<file path="src/rtl/wos_pkg.sv">
// Shared types and helpers for the WOS filter sequencer: FSM state encoding,
// pixel width, kernel-size validation and column-slot bit indexing.
package wos_pkg;

  localparam int PIX_W = 8;

  typedef enum logic [2:0] {
    ST_IDLE  = 3'd0,
    ST_CHECK = 3'd1,
    ST_READ  = 3'd2,
    ST_DRAIN = 3'd3,
    ST_DONE  = 3'd4
  } state_t;

  // Kernel side must be odd, non-zero, within the column bus and fit the image.
  function automatic logic n_ok(input logic [7:0] n, input logic [7:0] h,
                                input logic [7:0] w, input int max_n);
    return (n != 8'd0) && n[0] && (int'(n) <= max_n) && (n <= h) && (n <= w);
  endfunction

  function automatic int slot_lsb(input int k);
    return k * PIX_W;
  endfunction

endpackage

</file>
<file path="src/rtl/wos_filter_ctrl_if.sv">
// Memory and kernel bus of the WOS filter sequencer. Strobes are single-cycle
// qualifiers with no back-pressure: a consumer must accept every strobed beat.
interface wos_filter_ctrl_if
  import wos_pkg::*;
#(
  parameter int MAX_N  = 5,
  parameter int ADDR_W = 16
);
  logic                    o_rd_en;
  logic [ADDR_W-1:0]       o_rd_addr;
  logic [PIX_W-1:0]        i_rd_data;
  logic                    o_col_valid;
  logic [MAX_N*PIX_W-1:0]  o_col_data;
  logic                    o_newline;
  logic [PIX_W-1:0]        i_kernel_out;
  logic                    o_wr_en;
  logic [ADDR_W-1:0]       o_wr_addr;
  logic [PIX_W-1:0]        o_wr_data;

  modport master (
    output o_rd_en, o_rd_addr, o_col_valid, o_col_data, o_newline,
    output o_wr_en, o_wr_addr, o_wr_data,
    input  i_rd_data, i_kernel_out
  );

  modport slave (
    input  o_rd_en, o_rd_addr, o_col_valid, o_col_data, o_newline,
    input  o_wr_en, o_wr_addr, o_wr_data,
    output i_rd_data, i_kernel_out
  );
endinterface

</file>
<file path="src/rtl/wos_valid_delay.sv">
// Fixed-depth shift register with async active-low clear. The MSB of each word
// is treated as its valid flag; any_valid reports whether any stage holds one.
module wos_valid_delay #(
  parameter int DEPTH = 2,
  parameter int WIDTH = 17
) (
  input  logic             clk,
  input  logic             rst_n,
  input  logic [WIDTH-1:0] din,
  output logic [WIDTH-1:0] dout,
  output logic             any_valid
);
  logic [WIDTH-1:0] stages [DEPTH];

  always_ff @(posedge clk or negedge rst_n) begin
    if (!rst_n) begin
      for (int i = 0; i < DEPTH; i++) stages[i] <= '0;
    end else begin
      stages[0] <= din;
      for (int i = 1; i < DEPTH; i++) stages[i] <= stages[i-1];
    end
  end

  assign dout = stages[DEPTH-1];

  always_comb begin
    any_valid = 1'b0;
    for (int i = 0; i < DEPTH; i++) any_valid = any_valid | stages[i][WIDTH-1];
  end
endmodule

</file>
<file path="src/rtl/wos_filter_ctrl.sv">
// WOS filter sequencer: streams image columns from memory into the rank-order
// kernel and writes each valid-window result back to the output region.
module wos_filter_ctrl
  import wos_pkg::*;
#(
  parameter int MAX_N      = 5,
  parameter int ADDR_W     = 16,
  parameter int IN_BASE    = 0,
  parameter int OUT_BASE   = 512,
  parameter int KERNEL_LAT = 2
) (
  input  logic       clk,
  input  logic       rst,
  input  logic       i_start,
  input  logic [7:0] i_h,
  input  logic [7:0] i_w,
  input  logic [7:0] i_n,
  output logic       o_busy,
  output logic       o_done,
  output logic       o_err,
  output state_t     state_dbg,
  wos_filter_ctrl_if.master bus
);
  state_t            state;
  logic [7:0]        h_q, w_q, n_q;
  logic [7:0]        r, c, k;
  logic [ADDR_W-1:0] col_base;
  logic              rd_en;
  logic [ADDR_W-1:0] rd_addr;
  logic              busy, done, err;

  // Read-return stage: metadata of the read issued last cycle, aligned with i_rd_data.
  logic              d1_en, d1_last, d1_first, d1_wv;
  logic [7:0]        d1_k;
  logic [PIX_W-1:0]  slots [MAX_N];
  logic              col_valid, newline, col_wv;
  logic [ADDR_W-1:0] out_ptr, col_out_addr;
  logic [MAX_N*PIX_W-1:0] col_data;

  logic [ADDR_W:0]   dly_out;
  logic              dly_any;
  logic              pipe_busy;

  assign pipe_busy = d1_en | col_valid | dly_any;

  always_ff @(posedge clk or negedge rst) begin
    if (!rst) begin
      state    <= ST_IDLE;
      h_q      <= '0;
      w_q      <= '0;
      n_q      <= '0;
      r        <= '0;
      c        <= '0;
      k        <= '0;
      col_base <= '0;
      rd_en    <= 1'b0;
      rd_addr  <= '0;
      busy     <= 1'b0;
      done     <= 1'b0;
      err      <= 1'b0;
    end else begin
      done <= 1'b0;
      err  <= 1'b0;
      case (state)
        ST_IDLE: begin
          if (i_start) begin
            h_q   <= i_h;
            w_q   <= i_w;
            n_q   <= i_n;
            state <= ST_CHECK;
          end
        end
        ST_CHECK: begin
          if (!n_ok(n_q, h_q, w_q, MAX_N)) begin
            err   <= 1'b1;
            state <= ST_IDLE;
          end else begin
            busy     <= 1'b1;
            rd_en    <= 1'b1;
            rd_addr  <= ADDR_W'(IN_BASE);
            col_base <= ADDR_W'(IN_BASE);
            r        <= '0;
            c        <= '0;
            k        <= '0;
            state    <= ST_READ;
          end
        end
        ST_READ: begin
          if (k != n_q - 8'd1) begin
            k       <= k + 8'd1;
            rd_addr <= rd_addr + ADDR_W'(w_q);
          end else begin
            // The next column top is always one past this one, even across a row wrap.
            k        <= '0;
            col_base <= col_base + ADDR_W'(1);
            rd_addr  <= col_base + ADDR_W'(1);
            if (c != w_q - 8'd1) begin
              c <= c + 8'd1;
            end else begin
              c <= '0;
              if (r == h_q - n_q) begin
                rd_en   <= 1'b0;
                rd_addr <= '0;
                state   <= ST_DRAIN;
              end else begin
                r <= r + 8'd1;
              end
            end
          end
        end
        ST_DRAIN: begin
          if (!pipe_busy) begin
            busy  <= 1'b0;
            done  <= 1'b1;
            state <= ST_DONE;
          end
        end
        ST_DONE: state <= ST_IDLE;
        default: state <= ST_IDLE;
      endcase
    end
  end

  always_ff @(posedge clk or negedge rst) begin
    if (!rst) begin
      d1_en        <= 1'b0;
      d1_last      <= 1'b0;
      d1_first     <= 1'b0;
      d1_wv        <= 1'b0;
      d1_k         <= '0;
      col_valid    <= 1'b0;
      newline      <= 1'b0;
      col_wv       <= 1'b0;
      col_out_addr <= '0;
      out_ptr      <= '0;
      for (int s = 0; s < MAX_N; s++) slots[s] <= '0;
    end else begin
      d1_en     <= rd_en;
      d1_k      <= k;
      d1_last   <= (k == n_q - 8'd1);
      d1_first  <= (c == 8'd0);
      d1_wv     <= (c >= n_q - 8'd1);
      col_valid <= 1'b0;
      newline   <= 1'b0;
      if (state == ST_CHECK) begin
        out_ptr <= ADDR_W'(OUT_BASE);
        for (int s = 0; s < MAX_N; s++) slots[s] <= '0;
      end
      if (d1_en) begin
        for (int s = 0; s < MAX_N; s++)
          if (d1_k == 8'(s)) slots[s] <= bus.i_rd_data;
        // Output pixels are row-major and contiguous, so a running pointer suffices.
        if (d1_last) begin
          col_valid    <= 1'b1;
          newline      <= d1_first;
          col_wv       <= d1_wv;
          col_out_addr <= out_ptr;
          if (d1_wv) out_ptr <= out_ptr + ADDR_W'(1);
        end
      end
    end
  end

  for (genvar s = 0; s < MAX_N; s++) begin : g_col
    assign col_data[slot_lsb(s) +: PIX_W] = slots[s];
  end

  wos_valid_delay #(
    .DEPTH (KERNEL_LAT),
    .WIDTH (ADDR_W + 1)
  ) u_wr_delay (
    .clk       (clk),
    .rst_n     (rst),
    .din       ({col_valid & col_wv, col_out_addr}),
    .dout      (dly_out),
    .any_valid (dly_any)
  );

  assign bus.o_rd_en     = rd_en;
  assign bus.o_rd_addr   = rd_addr;
  assign bus.o_col_valid = col_valid;
  assign bus.o_col_data  = col_data;
  assign bus.o_newline   = newline;
  assign bus.o_wr_en     = dly_out[ADDR_W];
  assign bus.o_wr_addr   = dly_out[ADDR_W-1:0];
  assign bus.o_wr_data   = dly_out[ADDR_W] ? bus.i_kernel_out : '0;
  assign o_busy          = busy;
  assign o_done          = done;
  assign o_err           = err;
  assign state_dbg       = state;
endmodule

</file>
<file path="src/flat_wrapper.sv">
// flat-port wrapper written by rule: the top's interface ports become plain ports
module wos_filter_ctrl_flat import wos_pkg::*;
#(
  parameter int MAX_N      = 5,
  parameter int ADDR_W     = 16,
  parameter int IN_BASE    = 0,
  parameter int OUT_BASE   = 512,
  parameter int KERNEL_LAT = 2
)
  (clk, rst, i_start, i_h, i_w, i_n, o_busy, o_done, o_err, state_dbg, bus_o_rd_en, bus_o_rd_addr, bus_o_col_valid, bus_o_col_data, bus_o_newline, bus_o_wr_en, bus_o_wr_addr, bus_o_wr_data, bus_i_rd_data, bus_i_kernel_out);
  wos_filter_ctrl_if #(.MAX_N(MAX_N), .ADDR_W(ADDR_W)) bus_i ();
  input  logic clk;
  input  logic rst;
  input  logic i_start;
  input  logic [7:0] i_h;
  input  logic [7:0] i_w;
  input  logic [7:0] i_n;
  output logic o_busy;
  output logic o_done;
  output logic o_err;
  output state_t state_dbg;
  output wire logic [$bits(bus_i.o_rd_en)-1:0] bus_o_rd_en;
  output wire logic [$bits(bus_i.o_rd_addr)-1:0] bus_o_rd_addr;
  output wire logic [$bits(bus_i.o_col_valid)-1:0] bus_o_col_valid;
  output wire logic [$bits(bus_i.o_col_data)-1:0] bus_o_col_data;
  output wire logic [$bits(bus_i.o_newline)-1:0] bus_o_newline;
  output wire logic [$bits(bus_i.o_wr_en)-1:0] bus_o_wr_en;
  output wire logic [$bits(bus_i.o_wr_addr)-1:0] bus_o_wr_addr;
  output wire logic [$bits(bus_i.o_wr_data)-1:0] bus_o_wr_data;
  input wire logic [$bits(bus_i.i_rd_data)-1:0] bus_i_rd_data;
  input wire logic [$bits(bus_i.i_kernel_out)-1:0] bus_i_kernel_out;
  assign bus_o_rd_en = bus_i.o_rd_en;
  assign bus_o_rd_addr = bus_i.o_rd_addr;
  assign bus_o_col_valid = bus_i.o_col_valid;
  assign bus_o_col_data = bus_i.o_col_data;
  assign bus_o_newline = bus_i.o_newline;
  assign bus_o_wr_en = bus_i.o_wr_en;
  assign bus_o_wr_addr = bus_i.o_wr_addr;
  assign bus_o_wr_data = bus_i.o_wr_data;
  assign bus_i.i_rd_data = bus_i_rd_data;
  assign bus_i.i_kernel_out = bus_i_kernel_out;
  wos_filter_ctrl #(.MAX_N(MAX_N), .ADDR_W(ADDR_W), .IN_BASE(IN_BASE), .OUT_BASE(OUT_BASE), .KERNEL_LAT(KERNEL_LAT)) u_core (.clk(clk), .rst(rst), .i_start(i_start), .i_h(i_h), .i_w(i_w), .i_n(i_n), .o_busy(o_busy), .o_done(o_done), .o_err(o_err), .state_dbg(state_dbg), .bus(bus_i));
endmodule
</file>
<file path="config.mk">
export PLATFORM = sky130hd
export DESIGN_NAME = wos_filter_ctrl_flat
export DESIGN_NICKNAME = d
export VERILOG_FILES = /design/src/rtl/wos_pkg.sv /design/src/rtl/wos_filter_ctrl_if.sv /design/src/rtl/wos_valid_delay.sv /design/src/rtl/wos_filter_ctrl.sv /design/src/flat_wrapper.sv
export SDC_FILE = /design/constraint.sdc
export NUM_CORES = 1
export LEC_CHECK = 0
export ABC_AREA = 1
export ABC_CLOCK_PERIOD_IN_PS = 4500
export CAP_MARGIN = 20
export CORE_AREA = 2 2 154 156
export DETAILED_ROUTE_END_ITERATION = 8
export DIE_AREA = 0 0 156 158
export PLACE_DENSITY = 0.69
export SLEW_MARGIN = 15
export SYNTH_ARGS = -nofsm -noshare
export SYNTH_HDL_FRONTEND = slang
export SYNTH_HIERARCHICAL = 1
export SYNTH_SLANG_ARGS = --single-unit
</file>
<file path="constraint.sdc">
create_clock -name clk -period 4.5 [get_ports clk]
set_input_delay 0.675 -clock clk [delete_from_list [all_inputs] [get_ports clk]]
set_output_delay 0.675 -clock clk [all_outputs]
set_load 0.02 [all_outputs]
</file>
* Yosys cells after proc, flatten, opt, wreduce, memory -nomap -nowiden *
Index checks and enable logic that the tools add are counted.

storage, ports and cells
  bits of input ports = 43
  output and inout port bits = 90
  register bits after elaboration = 208

cells by class
  magnitude comparators = 4
  muxes and demuxes = 51
  equal/unequal tests = 18
  reduce and logical (&&, ||, !) cells = 18
  add/subtract/negate cells = 9
  bitwise logic cells = 4

operators by type and width
  operator               number
  $mux 16                9
  $mux 8                 13
  $mux 40                2
  $pmux 16 s2            2
  $pmux 8 s2             3
  $add 16x1->16 const B  2
  $add 8x1->8 const B    3
  $add 16x8->16          1
  $eq 8x2->1 const B     2
  $eq 8x8->1             2
  $le 8x8->1             2
  $logic_not 8->1        2
  $ne 8x8->1             2
  $sub 8x1->8 const B    2
  $mux 3                 5
  $reduce_and 5->1       3
  $mux 1                 13
  $pmux 3 s4             1
  $ne 2x2->1 const B     5
  $eq 8x1->1 const B     1
  $eq 8x3->1 const B     1
  $ge 8x8->1             1
  $le 8x3->1 const B     1
  $reduce_bool 8->1      1
  13 further kinds       25

* Depth between registers and ports, before layout *
Gate-level depths: netlist of run 1.

  word-level depth = 7
  mapped depth = 19
  mapped depth without buffers = 19

* Hierarchy *
Netlist of run 1, hierarchy kept.

by module, submodules not included
  module           area each (sq um)  times used  cells each  sequential area each (sq um)
  wos_filter_ctrl  9666.8             1           1214        4354.2
  wos_valid_delay  989.7              1           54          850.8

* Worst setup path before layout of run 1 *
OpenSTA, ideal clock, no wires.

  path type = reg-to-reg
  start = register u_core.n_q[0]
  end = register u_core.r[0]
  buffers on the path = 0
  slack = 2.197 ns
  data required time = 4.383 ns
  setup time = 0.117 ns
  arrival time = 2.186 ns
  stages on the path, launching flop included = 15
  cell sequence = dfrtp_1 > ha_1 > inv_1 > fa_1 > or2_2 > nand3_1 > nor2_1 > nand2_1 > nor2_1 > nand3_1 > nand2_1 > nand2_2 > nand3_2 > nand2_1 > nand2_1

between the ends
  longest elaborated chain between the ends = 7
  elaborated cells on any way between the ends = 16

ends and longest elaborated chain
  item                                                 line                    source
  from (decl)                                          wos_filter_ctrl.sv:25   logic [7:0] h_q, w_q, n_q;
  from (signal assigned)                               wos_filter_ctrl.sv:69   n_q <= i_n;
  branches (longest 6 deep; another with $sub 8x8->8)  --
  $reduce_and 5->1 (no line) (*)                       --
  to (signal assigned)                                 wos_filter_ctrl.sv:106  r <= r + 8'd1;
  to (decl)                                            wos_filter_ctrl.sv:26   logic [7:0] r, c, k;

Every way passes the cells marked *.
A chain may end at the register's enable or synchronous reset.

* Final worst setup path of run 1 *
  start = register u_core.n_q[1]
  end = register u_core.c[5]

between the ends
  longest elaborated chain between the ends = 7
  elaborated cells on any way between the ends = 13

ends and longest elaborated chain
  item                                                 line                   source
  branches (longest 6 deep; another with $sub 8x1->8)  --
  $reduce_and 3->1 (no line) (*)                       --
  to (signal assigned)                                 wos_filter_ctrl.sv:98  c <= c + 8'd1;
  to (decl)                                            wos_filter_ctrl.sv:26

Marked as above.

==> qor.csv, run 1 <==
stage,metric,value,unit
global_route,antenna_found_initial,0,
global_route,grt_pass1_wl,41.9,mm
power,total_power,7.21,mW
final_layout,multi_input_area,4590,um^2
drt,wire_per_inst,15.0,um
sta,slew_headroom,34.9,%
flow_run,maxCapViolCount,0,
global_route,grt_max_degree,85,
clocking,cts.sinks,208,
clocking,cts_tree,done,
floorplanning,die_height,158,um
clocking,clkTransAtPathRegs,0.05,ns
setup_path,r2r_cells,13,
clocking,post_cts_resize_count,0,
power,vdd_drop_max,0.461,mV
yosys,synth_nets,1354,
floorplanning,initial_core_util,46.2,%
final_layout,fin_area,13000,um^2
yosys,yosysWarningCount,6,
drt,vias,8869,
clocking,clkLatencyLatePin,0.53,ns
clocking,clk_path_buf_depth,3,
sta,period_needed,2.77,ns
yosys,syn_inst,1268,
setup_path,critPathMaxStageDelay,0.38,ns
setup_path,cp-end-kind,flip-flop,
placement,post-place-ws,1.73,ns
sta,fmax,0.361,GHz
final_layout,syn_to_final_growth,21.8,%
power,p_leak,6.31,nW
clocking,post-cts-setup-buffer-count,0,
setup_path,r2r_slack,1.73,ns
final_layout,final_nets,1473,
placement,place_hpwl,18.4,mm
yosys,syn_area,10700,um^2
clocking,htree_levels,1,
drt,dr.pass1.iters,5,
sta,finalClockSkew,0.0170,ns
final_layout,n_fill_cell,2059,
yosys,syn_area_per_cell,8.40,um^2
global_route,grt_usage,20.9,%
final_layout,drive_gt1_share,6.19,%
floorplanning,dieArea,24600,um^2
setup_path,worst_setup_path_start_kind,flip-flop,
yosys,yosysSeqAreaShare,48.8,%
setup_path,critPathMaxFanout,25,
hold_path,hp-class,in2async,
global_route,grt_pass1_vias,8242,
yosys,ys.flop_type,dfrtp_1,
floorplanning,row_count,56,
setup_path,worst_path_most_repeated_cell,nand2_2,
placement,numPortBuffers,132,
floorplanning,design.core.area,23100,um^2
setup_path,arrival,3.17,ns
yosys,synth-seq-cells,208,
sta,slew_violations,0,
sta,fin_crit_sh,61.5,%
global_route,grt_overflow,0,
power,power_density,556,nW/um^2
status,status,"finished, final reports clean",
clocking,numCtsBuffers,25,
clocking,hold_buffers,0,
sta,hold_violations,0,
drt,detail-route-antenna-nets,0,
drt,drt_drc_violations_left,0,
drt,first_iter_violations,565,
placement,gp_congestion,0.911,
sta,setup_viol,0,
sta,whs,0.193,ns
setup_path,cp.required,4.90,ns
floorplanning,ios,133,
placement,placed_cell_area,12100,um^2
placement,placedCellCount,1650,
sta,rsz0062_at_grt,false,
drt,wirelength,25.4,mm
clocking,cts_root_buf,clkbuf_16,
setup_path,cp_cell_sequence,inv_1 -> ha_1 -> nand2_2 -> nor2_1 -> nand2_1 -> nand3_1 -> nand2_2 -> nor2_4 -> nand3_4 -> nand2_4 -> nand2_2 -> inv_2 -> o21ai_0,
yosys,synth_edf_count,0,
final_layout,final_core_util,56.3,%
sta,tightest_slew,0.974,ns
sta,final.setup.tns,0,ns
final_layout,finalNonFillerCells,1695,
yosys,synth_cell_types,47,
floorplanning,fp.dieW,156,um
setup_path,crit_path_top_delay_cell,dfrtp_1,
final_layout,antenna_cells,0,
sta,setup_slack,1.73,ns
final_layout,seqCellArea,5200,um^2
yosys,async_flop_share,100,%
setup_path,worstSetupPathType,reg2reg,
drt,avgViaCountPerCell,5.23,
cell type report:
cell class                 instances  share of cell area [%]
clock buffer                      36                    5.45
clock inverter                     9                    1.09
timing repair buffer             135                    10.5
inverter                         164                    4.74
multi-input combinational        853                    35.3
tap                              290                    2.80
sequential                       208                    40.1
kinds of logic (layout without fill, tap and decap cells):
| logic type | Yosys count | count (layout) | share of synthesized area (%) |
|---|---|---|---|
| DFF | 208 | 208 | 48.8 |
| adders and majority gates | 43 | 43 | 5.19 |
| AOI/OAI and AO/OA | 171 | 171 | 8.86 |
| buffers and inverters | 207 | 344 | 8.12 |
| muxes | 7 | 7 | 0.740 |
| and+or+nand+nor | 589 | 589 | 24.7 |
| xor gates and xnor gates | 43 | 43 | 3.53 |
state kept, by name (all words and copies together), names as in the netlist, 3 cells and up:
register and cells:
u_core/out_ptr 16, u_core/h_q 8, u_core/c 8, u_core/d1_k 8
u_core/r 8, u_core/u_wr_delay/stages 17, u_core/u_wr_delay/dout 17, u_core/col_base 16
u_core/bus.o_col_data 40, u_core/w_q 8, u_core/col_out_addr 16, u_core/state_dbg 3
u_core/k 8, u_core/n_q 8, u_core/bus.o_rd_addr 16
layout by cell type (no fill, tap or decap), types with 14 or more instances in the layout:
cell type | Yosys | final
dfrtp_1 | 208 | 208
nor3_1 | 24 | 24
ha_1 | 41 | 41
xor2_1 | 37 | 37
o21ai_0 | 87 | 87
clkbuf_16 | 0 | 25
nand4_1 | 27 | 27
nand3_1 | 123 | 123
nand2_1 | 284 | 284
inv_1 | 154 | 154
clkdlybuf4s50_1 | 0 | 131
nor2_1 | 88 | 88
o22ai_1 | 14 | 14
a21oi_1 | 38 | 38
metal layers:
layer | share of wire, % | GRT usage (%) | wire length [um]
met3 | 6.5 | 3.18 | 1640
met5 | 0 | 0 | 0
met4 | 1.9 | 6.33 | 494
met1 | 46 | 29.2 | 11600
met2 | 46 | 33.9 | 11700
synthesized netlist by cell type, types with 2 or more instances:
master	count	area, um^2
nand2_1	284	1070
dfrtp_1	208	5200
inv_1	154	578
nand3_1	123	616
nor2_1	88	330
o21ai_0	87	435
ha_1	41	513
a21oi_1	38	190
xor2_1	37	324
nand4_1	27	169
nor3_1	24	120
buf_4	21	158
clkbuf_1	19	71.3
o22ai_1	14	87.6
inv_2	10	37.5
o21ai_1	10	50.1
nand3b_1	9	67.6
nand2_2	8	50.1
mux2_2	7	78.8
xnor2_1	6	52.6
or2_2	5	31.3
nand3_2	4	40.0
nor4_1	4	25.0
a21boi_0	3	22.5
nor2_4	3	33.8
o21ai_2	3	26.3
o31ai_1	3	22.5
a21o_1	2	15.0
a31oi_1	2	12.5
and3_1	2	12.5
buf_2	2	10.0
fa_1	2	40.0
o21a_1	2	15.0
o21bai_1	2	15.0
or3_1	2	12.5
worst max-delay path: cells and delay by family, from the launching register on:
kind	cells	cell delay, ns
buffers and inverters	2	0.38
adders and majority gates	1	0.26
and+or+nand+nor	9	1.53
DFF	1	0.38
AOI/OAI and AO/OA	1	0.09
power by group:
part           switching (mW)  total, mW  internal [mW]
clock network           0.767       2.03           1.27
registers               0.326       2.48           2.15
logic                    1.58       2.70           1.12
total                    2.68       7.21           4.54
path summary, 6_finish.rpt:
check,start,end
min reg2reg,u_core/u_wr_delay/stages[23]$_DFF_PN0_,u_core/u_wr_delay/dout[6]$_DFF_PN0_
max reg2reg,u_core/n_q[1]$_DFFE_PN0P_,u_core/c[5]$_DFFE_PN0P_
min in group clk,u_core/u_wr_delay/stages[23]$_DFF_PN0_,u_core/u_wr_delay/dout[6]$_DFF_PN0_
max,u_core/n_q[1]$_DFFE_PN0P_,u_core/c[5]$_DFFE_PN0P_
min,rst,u_core/bus.o_col_data[16]$_DFF_PN0_
max in group asynchronous,rst,u_core/col_base[15]$_DFFE_PN0P_
No activity file was read; power rests on OpenSTA's default activity.
==> run 2, diff against run 1 <==
Settings changed: ABC_CLOCK_PERIOD_IN_PS 4500 to 2450, PLACE_DENSITY 0.69 to 0.71.
Clock period 4.5 ns to 2.45 ns, I/O delays scaled along.
==> qor.csv, run 2 (synthesis results as in run 1) <==
stage,metric,value,unit,change
sta,slew_violations,0,,unchanged
setup_path,cp_cell_sequence,inv_2 -> ha_4 -> inv_2 -> fa_2 -> or2_4 -> nand3_1 -> nor2_1 -> nand2_1 -> nor2_1 -> nand3_2 -> nand2_2 -> nand2_2 -> buf_4 -> nand4_1 -> nand2_1,,
global_route,busiest_layer,met2,,
placement,placed_cell_area,12400,um^2,+2.5%
sta,fmax,0.436,GHz,+21%
global_route,grt_overflow,0,,unchanged
drt,first_iter_violations,571,,+1.1%
setup_path,worstSetupPathType,reg2reg,,
floorplanning,fp.dieW,156,um,unchanged
final_layout,seqCellArea,5200,um^2,unchanged
setup_path,critPathMaxStageDelay,0.53,ns,+0.15 ns
clocking,cts_tree,done,,
setup_path,worst_setup_path_start_kind,flip-flop,,
global_route,grt_usage,20.6,%,-0.30 points
final_layout,fin_area,13500,um^2,+4.1%
clocking,htree_levels,1,,unchanged
clocking,cts_root_buf,clkbuf_16,,
setup_path,arrival,2.68,ns,-0.49 ns
drt,wire_per_inst,14.8,um,-1.7%
final_layout,antenna_cells,0,,unchanged
setup_path,cp-end-kind,flip-flop,,
power,p_leak,6.54,nW,+3.7%
final_layout,syn_to_final_growth,26.8,%,
placement,gp_congestion,0.896,,-1.7%
setup_path,cp.buffers_inverters,3,,+1
sta,period_needed,2.29,ns,-0.474 ns
final_layout,drive_gt1_share,11.0,%,+4.8 points
sta,finalClockSkew,0.0281,ns,+0.0111 ns
sta,setup_viol,0,,unchanged
floorplanning,design.core.area,23100,um^2,unchanged
final_layout,n_fill_cell,2008,,-2.5%
global_route,gr-usage-met3,3.07,%,-0.11 points
final_layout,final_nets,1518,,+3.1%
global_route,antenna_found_initial,0,,unchanged
drt,wirelength,25.6,mm,+0.77%
final_layout,layout_commonest_cell,nand2_1,,
final_layout,final_cell_mix,"278 x nand2_1, 208 x dfrtp_1, 150 x inv_1",,
flow_run,maxCapViolCount,0,,unchanged
status,status,"finished, final reports clean",,
placement,numPortBuffers,132,,unchanged
sta,tightest_slew,0.607,ns,-0.367 ns
global_route,use_met2,32.9,%,-0.99 points
clocking,clkLatencyLatePin,0.52,ns,about the same
setup_path,cpLargestDelayFamily,simple AND/OR/NAND/NOR gates,,
setup_path,cp.required,2.84,ns,-2.06 ns
clocking,clkTransAtPathRegs,0.06,ns,about the same
power,vdd_drop_max,0.774,mV,+68%
setup_path,crit_path_top_delay_cell,fa_2,,
global_route,grt_max_degree,110,,+29%
global_route,use_met1,29.9,%,+0.70 points
floorplanning,ios,133,,unchanged
setup_path,critPathMaxFanout,8,,-68%
clocking,cts.sinks,208,,unchanged
floorplanning,dieArea,24600,um^2,unchanged
global_route,grt_pass1_wl,41.5,mm,-1.1%
sta,slew_headroom,59.4,%,+25 points
placement,place_hpwl,18.5,mm,+0.45%
final_layout,multi_input_area,4720,um^2,+3.0%
drt,drt_drc_violations_left,0,,unchanged
power,power_density,1000,nW/um^2,+81%
clocking,clk_path_buf_depth,3,,unchanged
sta,fin_crit_sh,93.6,%,+32 points
drt,dr.pass1.iters,5,,unchanged
floorplanning,row_count,56,,unchanged
final_layout,largest_reg_flops,40,,unchanged
global_route,grt_pass1_vias,8280,,+0.46%
clocking,numCtsBuffers,23,,-8.0%
floorplanning,die_height,158,um,unchanged
hold_path,hp-class,in2async,,
drt,avgViaCountPerCell,5.14,,-1.7%
sta,hold_violations,0,,unchanged
final_layout,final_core_util,58.6,%,+2.3 points
drt,vias,8936,,+0.76%
drt,detail-route-antenna-nets,0,,unchanged
floorplanning,initial_core_util,46.2,%,unchanged
[run 2: through the flow]
step	power [mW]	hold slack [ns]	cells	TNS [ns]	setup WS, ns
after floorplan	8.07	0.0719	1268	0	0.147
after global placement	9.65	0.189	1687	0	0.0153
after detailed placement	9.80	0.189	1687	-0.188	-0.0517
after CTS	13.4	0.202	1729	0	0.0133
after global routing	14.6	0.216	1738	-0.0354	-0.00852
final	13.6	0.234	1738	0	0.156
[run 2: timing repair]
| action | CTS | global route |
|---|---|---|
| setup buffers | 0 | 8 |
| pin swaps | 0 | 18 |
| gates resized for setup | 1 | 46 |
| cloned | 0 | 1 |
| endpoints found under the hold margin | 93 | 0 |
| hold buffers | 1 | 0 |
| setup endpoints to repair | 5 | 53 |
[run 2: where the power goes]
group	switching (mW)	internal (mW)	leakage, nW	total, mW
Combinational	3.16	2.42	3.39	5.58
Clock	1.44	2.06	0.389	3.50
Sequential	0.531	3.95	2.76	4.48
[run 2: cell type report]
type / instances / area share (%)
Timing Repair Buffer: 182 / 13.4
Inverter: 164 / 4.63
Clock inverter: 15 / 1.25
Sequential cell: 208 / 38.5
Clock buffer: 26 / 4.57
Tap cell: 290 / 2.69
Multi-Input combinational cell: 853 / 35.0
[run 2: worst reg2reg max path, delay by kind of cell, from the launching register on]
| family | cells | cell delay, ns |
|---|---|---|
| simple gates | 10 | 0.87 |
| fa+ha+maj | 2 | 0.66 |
| flops | 1 | 0.37 |
| buf+inv | 3 | 0.29 |
[run 2: final timing paths]
| path | slack [ns] | depth (start not counted) | end | from |
|---|---|---|---|---|
| hold reg to reg | 0.32 | 0 | u_core/u_wr_delay/dout[13]$_DFF_PN0_ | u_core/u_wr_delay/stages[30]$_DFF_PN0_ |
| min in group clk | 0.32 | 0 | u_core/u_wr_delay/dout[13]$_DFF_PN0_ | u_core/u_wr_delay/stages[30]$_DFF_PN0_ |
| max in group asynchronous | 1.45 | 3 | u_core/h_q[2]$_DFFE_PN0P_ | rst |
| hold / removal | 0.23 | 2 | u_core/u_wr_delay/dout[3]$_DFF_PN0_ | rst |
| setup reg to reg | 0.16 | 15 | u_core/r[5]$_DFFE_PN0P_ | u_core/h_q[0]$_DFFE_PN0P_ |
| setup / recovery | 0.16 | 15 | u_core/r[5]$_DFFE_PN0P_ | u_core/h_q[0]$_DFFE_PN0P_ |
[run 2: routing by layer]
metal / wire length, um / vias up
met3: 1500 / 33
li1: - / 4462
met4: 367 / 0
met2: 11700 / 261
met1: 12100 / 4180
met5: 0 / -
==> run 3, diff against run 2 <==
Settings changed: HOLD_SLACK_MARGIN from default to 0.12.
==> results of run 3 <==
No change in the layout: final DEF, timing and power equal those of run 2.
